$ cat src/rtl/snd_pkg.sv
// snd_pkg: shared types, constants and the saturation helper for the
// stereo PDM output stage.
//   SMP_W           sample width of the mixer output
//   FB_POS/FB_NEG   modulator feedback levels (full-scale +/-1.0)
//   I1W_DEF/I2W_DEF default integrator widths
//   smp_pair_t      one L/R sample pair (l in the low half)
//   sat_s()         clamp a signed value to a signed 'w'-bit range
package snd_pkg;

   localparam int SMP_W   = 16;
   localparam int NUM_CH  = 2;
   localparam int FB_POS  = 32768;
   localparam int FB_NEG  = -32768;
   localparam int I1W_DEF = 20;
   localparam int I2W_DEF = 24;

   typedef struct packed {
      logic [SMP_W-1:0] r;
      logic [SMP_W-1:0] l;
   } smp_pair_t;

   // Clamp v to [-2^(w-1), 2^(w-1)-1]; never wraps.
   function automatic logic signed [31:0] sat_s(input logic signed [31:0] v,
                                                input int                 w);
      logic signed [31:0] hi;
      logic signed [31:0] lo;
      hi = (32'sd1 <<< (w - 1)) - 32'sd1;
      lo = -(32'sd1 <<< (w - 1));
      if (v > hi)      return hi;
      else if (v < lo) return lo;
      else             return v;
   endfunction

endpackage

$ cat src/rtl/snd_pdm_out_dsm2.sv
// snd_dsm2: one channel of the 2nd-order delta-sigma modulator.
//   clk, reset  system clock, synchronous active-high reset
//   x           signed input, already attenuated by 6 dB
//   y           registered 1-bit modulator output
// Both integrators saturate rather than wrap, so an overload degrades
// gracefully instead of producing a full-scale limit cycle.
module snd_dsm2
   import snd_pkg::*;
#(
   parameter int I1W = I1W_DEF,
   parameter int I2W = I2W_DEF
) (
   input  logic                    clk,
   input  logic                    reset,
   input  logic signed [SMP_W-1:0] x,
   output logic                    y
);

   logic signed [I1W-1:0] i1;
   logic signed [I2W-1:0] i2;
   logic signed [I1W-1:0] i1_nxt;
   logic signed [I2W-1:0] i2_nxt;
   logic signed [31:0]    fb;
   logic                  q;

   always_comb begin
      // quantiser: sign of the second integrator
      q      = ~i2[I2W-1];
      fb     = q ? 32'(FB_POS) : 32'(FB_NEG);
      i1_nxt = I1W'(sat_s(32'(i1) + 32'(x) - fb, I1W));
      i2_nxt = I2W'(sat_s(32'(i2) + 32'(i1_nxt) - fb, I2W));
   end

   always_ff @(posedge clk) begin
      if (reset) begin
         i1 <= '0;
         i2 <= '0;
         y  <= 1'b0;
      end else begin
         i1 <= i1_nxt;
         i2 <= i2_nxt;
         y  <= q;
      end
   end

endmodule

$ cat src/rtl/snd_pdm_out.sv
// snd_pdm_out: stereo output stage, mixer -> two PDM pins.
//   clk, reset     24 MHz clock, synchronous active-high reset
//   in_valid/in_l/in_r/in_ready  signed L/R pair handshake
//   tick           one-cycle pulse at each sample boundary (every DIV clocks)
//   underrun       one-cycle pulse when a tick finds the buffer empty
//   underrun_cnt   saturating count of underruns
//   pdm            modulator bits, [0]=left, [1]=right
// A one-deep buffer decouples the producer from the sample clock; the
// active pair only changes on a tick and is held across underruns.
module snd_pdm_out
   import snd_pkg::*;
#(
   parameter int DIV = 500,
   parameter int I1W = I1W_DEF,
   parameter int I2W = I2W_DEF
) (
   input  logic              clk,
   input  logic              reset,
   input  logic              in_valid,
   input  logic [SMP_W-1:0]  in_l,
   input  logic [SMP_W-1:0]  in_r,
   output logic              in_ready,
   output logic              tick,
   output logic              underrun,
   output logic [7:0]        underrun_cnt,
   output logic [NUM_CH-1:0] pdm
);

   localparam int CW = $clog2(DIV);

   logic [CW-1:0] div_cnt;
   logic          buf_full;
   logic          accept;
   smp_pair_t     buf_q;
   smp_pair_t     act_q;
   logic [NUM_CH-1:0][SMP_W-1:0] act_v;

   assign in_ready = ~buf_full;
   assign accept   = in_valid & ~buf_full;
   assign tick     = (div_cnt == CW'(DIV - 1));
   assign underrun = tick & ~buf_full;
   assign act_v    = act_q;  // packs as {r, l}: lane 0 = left

   always_ff @(posedge clk) begin
      if (reset) begin
         div_cnt      <= '0;
         buf_full     <= 1'b0;
         buf_q        <= '0;
         act_q        <= '0;
         underrun_cnt <= '0;
      end else begin
         div_cnt <= tick ? '0 : div_cnt + CW'(1);
         if (tick && buf_full) begin
            act_q    <= buf_q;
            buf_full <= 1'b0;
         end
         if (underrun && underrun_cnt != 8'hFF)
            underrun_cnt <= underrun_cnt + 8'd1;
         // accept and (tick & buf_full) are mutually exclusive, so an
         // acceptance on an underrunning tick simply lands in the buffer
         if (accept) begin
            buf_q    <= '{r: in_r, l: in_l};
            buf_full <= 1'b1;
         end
      end
   end

   for (genvar ch = 0; ch < NUM_CH; ch++) begin : g_ch
      logic signed [SMP_W-1:0] x;
      // -6 dB headroom keeps the 2nd-order loop stable at full scale
      assign x = $signed(act_v[ch]) >>> 1;

      snd_dsm2 #(
         .I1W (I1W),
         .I2W (I2W)
      ) u_dsm (
         .clk   (clk),
         .reset (reset),
         .x     (x),
         .y     (pdm[ch])
      );
   end

endmodule

$ cat config.mk
export PLATFORM = sky130hd
export DESIGN_NAME = snd_pdm_out
export DESIGN_NICKNAME = d
export VERILOG_FILES = /design/src/rtl/snd_pkg.sv /design/src/rtl/snd_pdm_out_dsm2.sv /design/src/rtl/snd_pdm_out.sv
export SDC_FILE = /design/constraint.sdc
export NUM_CORES = 1
export LEC_CHECK = 0
export CAP_MARGIN = 10
export CORE_MARGIN = 1.5
export CORE_UTILIZATION = 55
export CTS_BUF_LIST = sky130_fd_sc_hd__clkbuf_4 sky130_fd_sc_hd__clkbuf_8
export DETAILED_ROUTE_END_ITERATION = 7
export GPL_TIMING_DRIVEN = 0
export PLACE_DENSITY = 0.84
export SYNTH_ARGS = -nofsm -noshare
export SYNTH_HDL_FRONTEND = slang
export SYNTH_SLANG_ARGS = --single-unit
$ cat constraint.sdc
create_clock -name clk -period 8.9 [get_ports clk]
set_clock_uncertainty 0.15 [all_clocks]
set_input_delay 1.78 -clock clk [delete_from_list [all_inputs] [get_ports clk]]
set_output_delay 1.78 -clock clk [all_outputs]
set_load 0.1 [all_outputs]
# --- Word-level counts from Yosys, hierarchy flattened ---
# Cells that the tools add are included.
totals:
  out_inout_bits: 13
  elab_cells: 58
  reg_bits: 172
  input_bits: 35
op_classes:
  bitwise: 5
  order_cmp: 8
  n_reduce_logical: 6
  n_addsub: 10
  n_mux: 12
  n_eq_ne: 2
op_table:
  columns: ["op", "n"]
  rows:
  - ["$mux W20", 4]
  - ["$gt A32 B20 Y1 const B", 2]
  - ["$gt A32 B24 Y1 const B", 2]
  - ["$lt A32 B20 Y1 const B", 2]
  - ["$lt A32 B24 Y1 const B", 2]
  - ["$mux W32", 2]
  - ["$sub A21 B32 Y32", 2]
  - ["$sub A25 B32 Y32", 2]
  - ["$add A24 B20 Y25", 2]
  - ["$mux W24", 2]
  - ["$mux W23", 2]
  - ["$add A20 B15 Y21", 2]
  - ["$add A9 B1 Y9 const B", 1]
  - ["$eq A9 B9 Y1 const B", 1]
  - ["$add A8 B1 Y8 const B", 1]
  - ["$ne A8 B8 Y1 const B", 1]
  - ["$reduce_or A2 Y1", 3]
  - ["$not A1 Y1", 3]
  - ["$and A1 B1 Y1", 2]
  - ["$logic_and A1 B1 Y1", 2]
  - ["$mux W1", 2]
  - ["$reduce_bool A2 Y1", 1]

# --- Longest topological paths before layout ---
depth:
  depth_word: 10
  depth_mapped: 30
  depth_no_buf: 27

# --- By module ---
# From an unflattened synthesis, not the netlist that was laid out.
unflattened:
  hier_cells: 1623
  hier_area_um2: 12713.4
by_module_without_submodules:
  columns: ["module", "cells_each", "seq_area_each_um2", "area_each_um2", "n_inst"]
  rows:
  - ["snd_dsm2 (g_ch[0].u_dsm)", 640, 900.9, 4982.3, 1]
  - ["snd_dsm2 (g_ch[1].u_dsm)", 625, 900.9, 4823.4, 1]
  - ["snd_pdm_out", 358, 1561.5, 2907.8, 1]

# --- Worst setup path before layout ---
# OpenSTA, ideal clock, no wires.
synth_path:
  path_type: "register -> register"
  from: "reg g_ch[1].u_dsm.i2[23]"
  to: "reg g_ch[1].u_dsm.i2[14]"
  path_slack_ns: 1.833
  stages_incl_launch_ff: 27
  arrival_ns: 6.784
  period_less_slack_ns: 7.067
  required_time_ns: 8.617
  path_buffers: 3
  setup_ns: 0.133
  cell_sequence: "dfxtp_1 -> inv_1 -> fa_1 -> ha_1 -> a21o_1 -> a21o_1 -> a221o_1 -> or4_1 -> a211o_1 -> nor4bb_1 -> buf_6 -> buf_2 -> o22a_1 -> ha_1 -> inv_1 -> ha_1 -> a21o_1 -> a31o_2 -> o41ai_1 -> a2111oi_2 -> nor4_1 -> nor2_1 -> xnor2_1 -> o21a_1 -> o211ai_1 -> clkbuf_1 -> o21ai_0"
synth_between:
  elab_chain_cells: 10
  word_cells_on_any_way: 12
  classes_between: "add/sub (3); order compare (4); mux (5)"
synth_rtl:
  columns: ["element", "line", "source"]
  rows:
  - ["start: declaration", "snd_pdm_out_dsm2.sv:20", "logic signed [I2W-1:0] i2;"]
  - ["start signal: assignment", "snd_pdm_out_dsm2.sv:41", "i2 <= i2_nxt;"]
  - ["$mux W32", "snd_pdm_out_dsm2.sv:29", "fb = q ? 32'(FB_POS) : 32'(FB_NEG);"]
  - ["$sub A21 B32 Y32", "snd_pdm_out_dsm2.sv:30", "i1_nxt = I1W'(sat_s(32'(i1) + 32'(x) - fb, I1W));"]
  - ["$lt A32 B20 Y1", "snd_pkg.sv:30", "else if (v < lo) return lo;"]
  - ["$mux W20", "snd_pkg.sv:30", null]
  - ["$mux W20", "snd_pkg.sv:29", "if (v > hi) return hi;"]
  - ["$add A24 B20 Y25", "snd_pdm_out_dsm2.sv:31", "i2_nxt = I2W'(sat_s(32'(i2) + 32'(i1_nxt) - fb, I2W));"]
  - ["$sub A25 B32 Y32 (*)", "snd_pdm_out_dsm2.sv:31", null]
  - ["$lt A32 B24 Y1", "snd_pkg.sv:30", null]
  - ["$mux W24", "snd_pkg.sv:30", null]
  - ["$mux W23 (*)", "snd_pkg.sv:29", null]
# Every way passes the cells marked *; elsewhere a longest branch is shown, timed or not.
# A chain may end at the register's enable or synchronous reset.

# --- Worst setup path in the final report ---
layout_path:
  from: "reg g_ch[0].u_dsm.i2[23]"
  to: "reg g_ch[0].u_dsm.i2[11]"
layout_between:
  elab_chain_cells: 10
  word_cells_on_any_way: 12
  classes_between: "add/sub (3); order compare (4); mux (5)"
layout_rtl:
  columns: ["element", "line"]
  rows:
  - ["start: declaration", "snd_pdm_out_dsm2.sv:20"]
  - ["start signal: assignment", "snd_pdm_out_dsm2.sv:41"]
  - ["$mux W32", "snd_pdm_out_dsm2.sv:29"]
  - ["$sub A21 B32 Y32", "snd_pdm_out_dsm2.sv:30"]
  - ["$lt A32 B20 Y1", "snd_pkg.sv:30"]
  - ["$mux W20", "snd_pkg.sv:30"]
  - ["$mux W20", "snd_pkg.sv:29"]
  - ["$add A24 B20 Y25", "snd_pdm_out_dsm2.sv:31"]
  - ["$sub A25 B32 Y32 (*)", "snd_pdm_out_dsm2.sv:31"]
  - ["$lt A32 B24 Y1", "snd_pkg.sv:30"]
  - ["$mux W24", "snd_pkg.sv:30"]
  - ["$mux W23 (*)", "snd_pkg.sv:29"]
# Marked as above.

==> qor.csv <==
stage,metric,value,unit
clock_tree,insertion_delay,490,ps
placement,gp_congestion,0.8976,
synth,synth_edf_count,0,
timing,slew_headroom,33.41,%
worst_setup_path,required,9180,ps
floorplanning,die_height,151.9,um
synth,synth_cells,1542,
synth,avgSynthCellArea,7.910,um2
min_path,hold_class,register to register,
route,routedWlPerCell,14.22,um
clock_tree,cts_tree,built,
timing,clock.fmax,124.1,MHz
route,wl_met1,12.12,mm
global_routing,grt_pass1_vias,10307,
placement,hpwl,20.81,mm
clock_tree,clk_pin_slew,120,ps
synth,seq_area_frac_synth,27.57,%
timing,post-route-min-period,8057,ps
global_routing,grt_max_degree,22,
timing,rsz0062_at_grt,no,
route,totalWireLength,26.98,mm
timing,hold_viol,0,
route,top_layer,met4,
floorplanning,die_x,151.9,um
worst_setup_path,crit_arrival,8330,ps
worst_setup_path,worstPathMaxFanout,11,
timing,max_slew.worst_pin.slew,995.7,ps
route,met3WireLength,1.172,mm
worst_setup_path,crit_type,register to register,
global_routing,antenna_found_initial,0,
timing,drv_slew,0,
global_routing,grt_pass1_wl,46.63,mm
synth,synth_cell_type_count,69,
placement,portBuffers,44,
timing,period_share,90.53,%
synth,yosysWarnings,0,
final_layout,syn_to_final_growth,10.12,%
floorplanning,core-area,21760,um2
synth,syn_area,12200,um2
global_routing,grt.overflow.total,0,
worst_setup_path,critPathLaunchType,register,
synth,synth_fp_nets,1757,
route,wl_met2,13.15,mm
route,routed-via-count,10552,
clock_tree,clk_path_buf_depth,2,
route,drt-initial-drc-count,588,
synth,postSynth.asyncResetShare,0,%
floorplanning,die_area,23080,um2
worst_setup_path,end_kind,register,
flow_run,maxCapViolCount,0,
clock_tree,postCtsSetupRepairBufs,0,
synth,synthFlopType,dfxtp_1,
clock_tree,root_buffer,clkbuf_8,
final_layout,layout.nets,1820,
global_routing,grt.total_usage,23.88,%
synth,synth-seq-cells,168,
floorplanning,start_util,56.06,%
clock_tree,clock-sinks,168,
worst_setup_path,rrSetupSlack,840,ps
clock_tree,numCtsBuffers,17,
route,dr.pass1.iters,7,
route,ant_nets,0,
final_layout,diodes,0,
route,drc_errors,0,
timing,setup-tns-final,0,ps
floorplanning,design.portCount,48,
clock_tree,postCtsHoldBufs,0,
floorplanning,rows,54,
status,status,finished clean,
final_layout,drive_above_1_share,4.141,%
clock_tree,htreeDepth,4,
timing,setup_viol,0,
route,via_per_inst,5.560,
[flip-flops by register name, summed over array words and instances (netlist names)]
name           flops
g_ch.u_dsm.i1     40
div_cnt            9
buf_q             30
act_q             30
buf_full           1
underrun_cnt       8
g_ch.u_dsm.i2     48
g_ch.u_dsm.y       2
[stage by stage]
step,utilization [%],area [um2],hold slack (ps),cells,worst slack (ps)
floorplan,-,12200,275.8,1542,1833
global placement,59.70,12990,287.8,1866,733.9
detailed placement,59.70,12990,298.6,1866,579.2
CTS,61.73,13430,307.3,1898,546.8
global route,61.74,13430,332.4,1898,68.87
finish,61.74,13430,308.4,1898,842.8
[synthesized netlist by cell type (all sizes together) (8+ instances only)]
cell type    n  area share (%)
nand4       11            0.56
nor2b        8            0.41
inv        271             8.3
and3         9            0.46
a21o        59             3.6
o21a        20             1.2
nand3       19            0.78
o21bai      21             1.3
or3          8            0.41
buf         10            0.54
fa          22             3.6
o21ai       66             2.7
xnor2       49             3.5
o22ai        8            0.41
dfxtp      168              28
clkbuf      41             1.3
nand2      174             5.4
o31ai       35             2.3
a211oi       9            0.55
a21oi      143             5.9
ha         158              16
xor2        38             2.7
nor3        19            0.78
o22a        14             1.0
nand2b      17            0.93
nor2        66             2.1
[layout by cell type (no fill, tap or decap), types with 16 or more instances in the layout]
master	n
o21ai_0	65
clkdlybuf4s50_1	44
xor2_1	38
ha_1	158
clkbuf_8	17
a21oi_1	143
inv_1	271
nor2_1	65
o21a_1	20
fa_1	22
clkbuf_1	41
nand2_1	174
dfxtp_1	167
nand3_1	19
xnor2_1	49
o21bai_1	21
nor3_1	19
a21o_1	59
nand2b_1	16
o31ai_1	32
[timing repair]
item | CTS | global route
endpoints found under the setup margin | 0 | 16
resized for setup | 0 | 1
hold endpoints to repair | 0 | 0
[routing by layer]
| layer | vias to the layer above | global-route usage [%] |
|---|---|---|
| met5 | - | 0 |
| met4 | 0 | 7.813 |
| met3 | 42 | 3.337 |
| met2 | 261 | 42.12 |
| met1 | 4928 | 29.92 |
| li1 | 5321 | - |
[path summary, 6_finish.rpt]
path                                                 startpoint  depth (start not counted)                               to
worst min-delay path                      buf_q[7]$_SDFFE_PP0P_                          2            act_q[7]$_SDFFE_PP0P_
worst max register to register  g_ch[0].u_dsm.i2[23]$_SDFF_PP0_                         26  g_ch[0].u_dsm.i2[11]$_SDFF_PP0_
worst min register to register            buf_q[7]$_SDFFE_PP0P_                          2            act_q[7]$_SDFFE_PP0P_
worst max-delay path            g_ch[0].u_dsm.i2[23]$_SDFF_PP0_                         26  g_ch[0].u_dsm.i2[11]$_SDFF_PP0_
[layout make-up]
cell class,instances,area (um2)
clock inverters,15,209.0
inverters,272,1021
flip-flops and latches,168,3364
multi-input cells,1051,7592
plain buffers,51,220.2
fillers,1864,8324
well taps,280,350.3
clock buffers,17,234.0
repair buffers,44,440.4
[worst max-delay path: stages (launching register included)]
cell	delay [ps]
dfxtp_1	770
inv_1	370
fa_1	490
ha_1	350
a211oi_1	240
nand2_1	100
o32a_1	290
o31ai_1	120
o21ai_0	280
nand3_1	150
a21oi_1	90
a31oi_1	380
clkbuf_1	380
a21oi_1	170
ha_1	300
inv_1	40
ha_1	350
o211a_1	170
o31ai_1	80
a311oi_1	550
a311oi_1	280
o41ai_1	390
xor2_1	300
o31ai_1	140
a221oi_2	470
clkbuf_1	470
a21o_1	150
[cells by family after synthesis]
group                      count (synthesis)  share of synthesized area (%)
DFF                                      168                          27.57
AOI/OAI and AO/OA                        434                          23.30
xor gates and xnor gates                  87                          6.247
adders and majority gates                180                          19.82
and+or+nand+nor                          349                          12.80
buffers and inverters                    323                          10.18
muxes                                      1                        0.08207
Power is left out: the tool's default activity adds up to more than one toggle a clock period on the data nets, which glitch-free logic cannot reach.
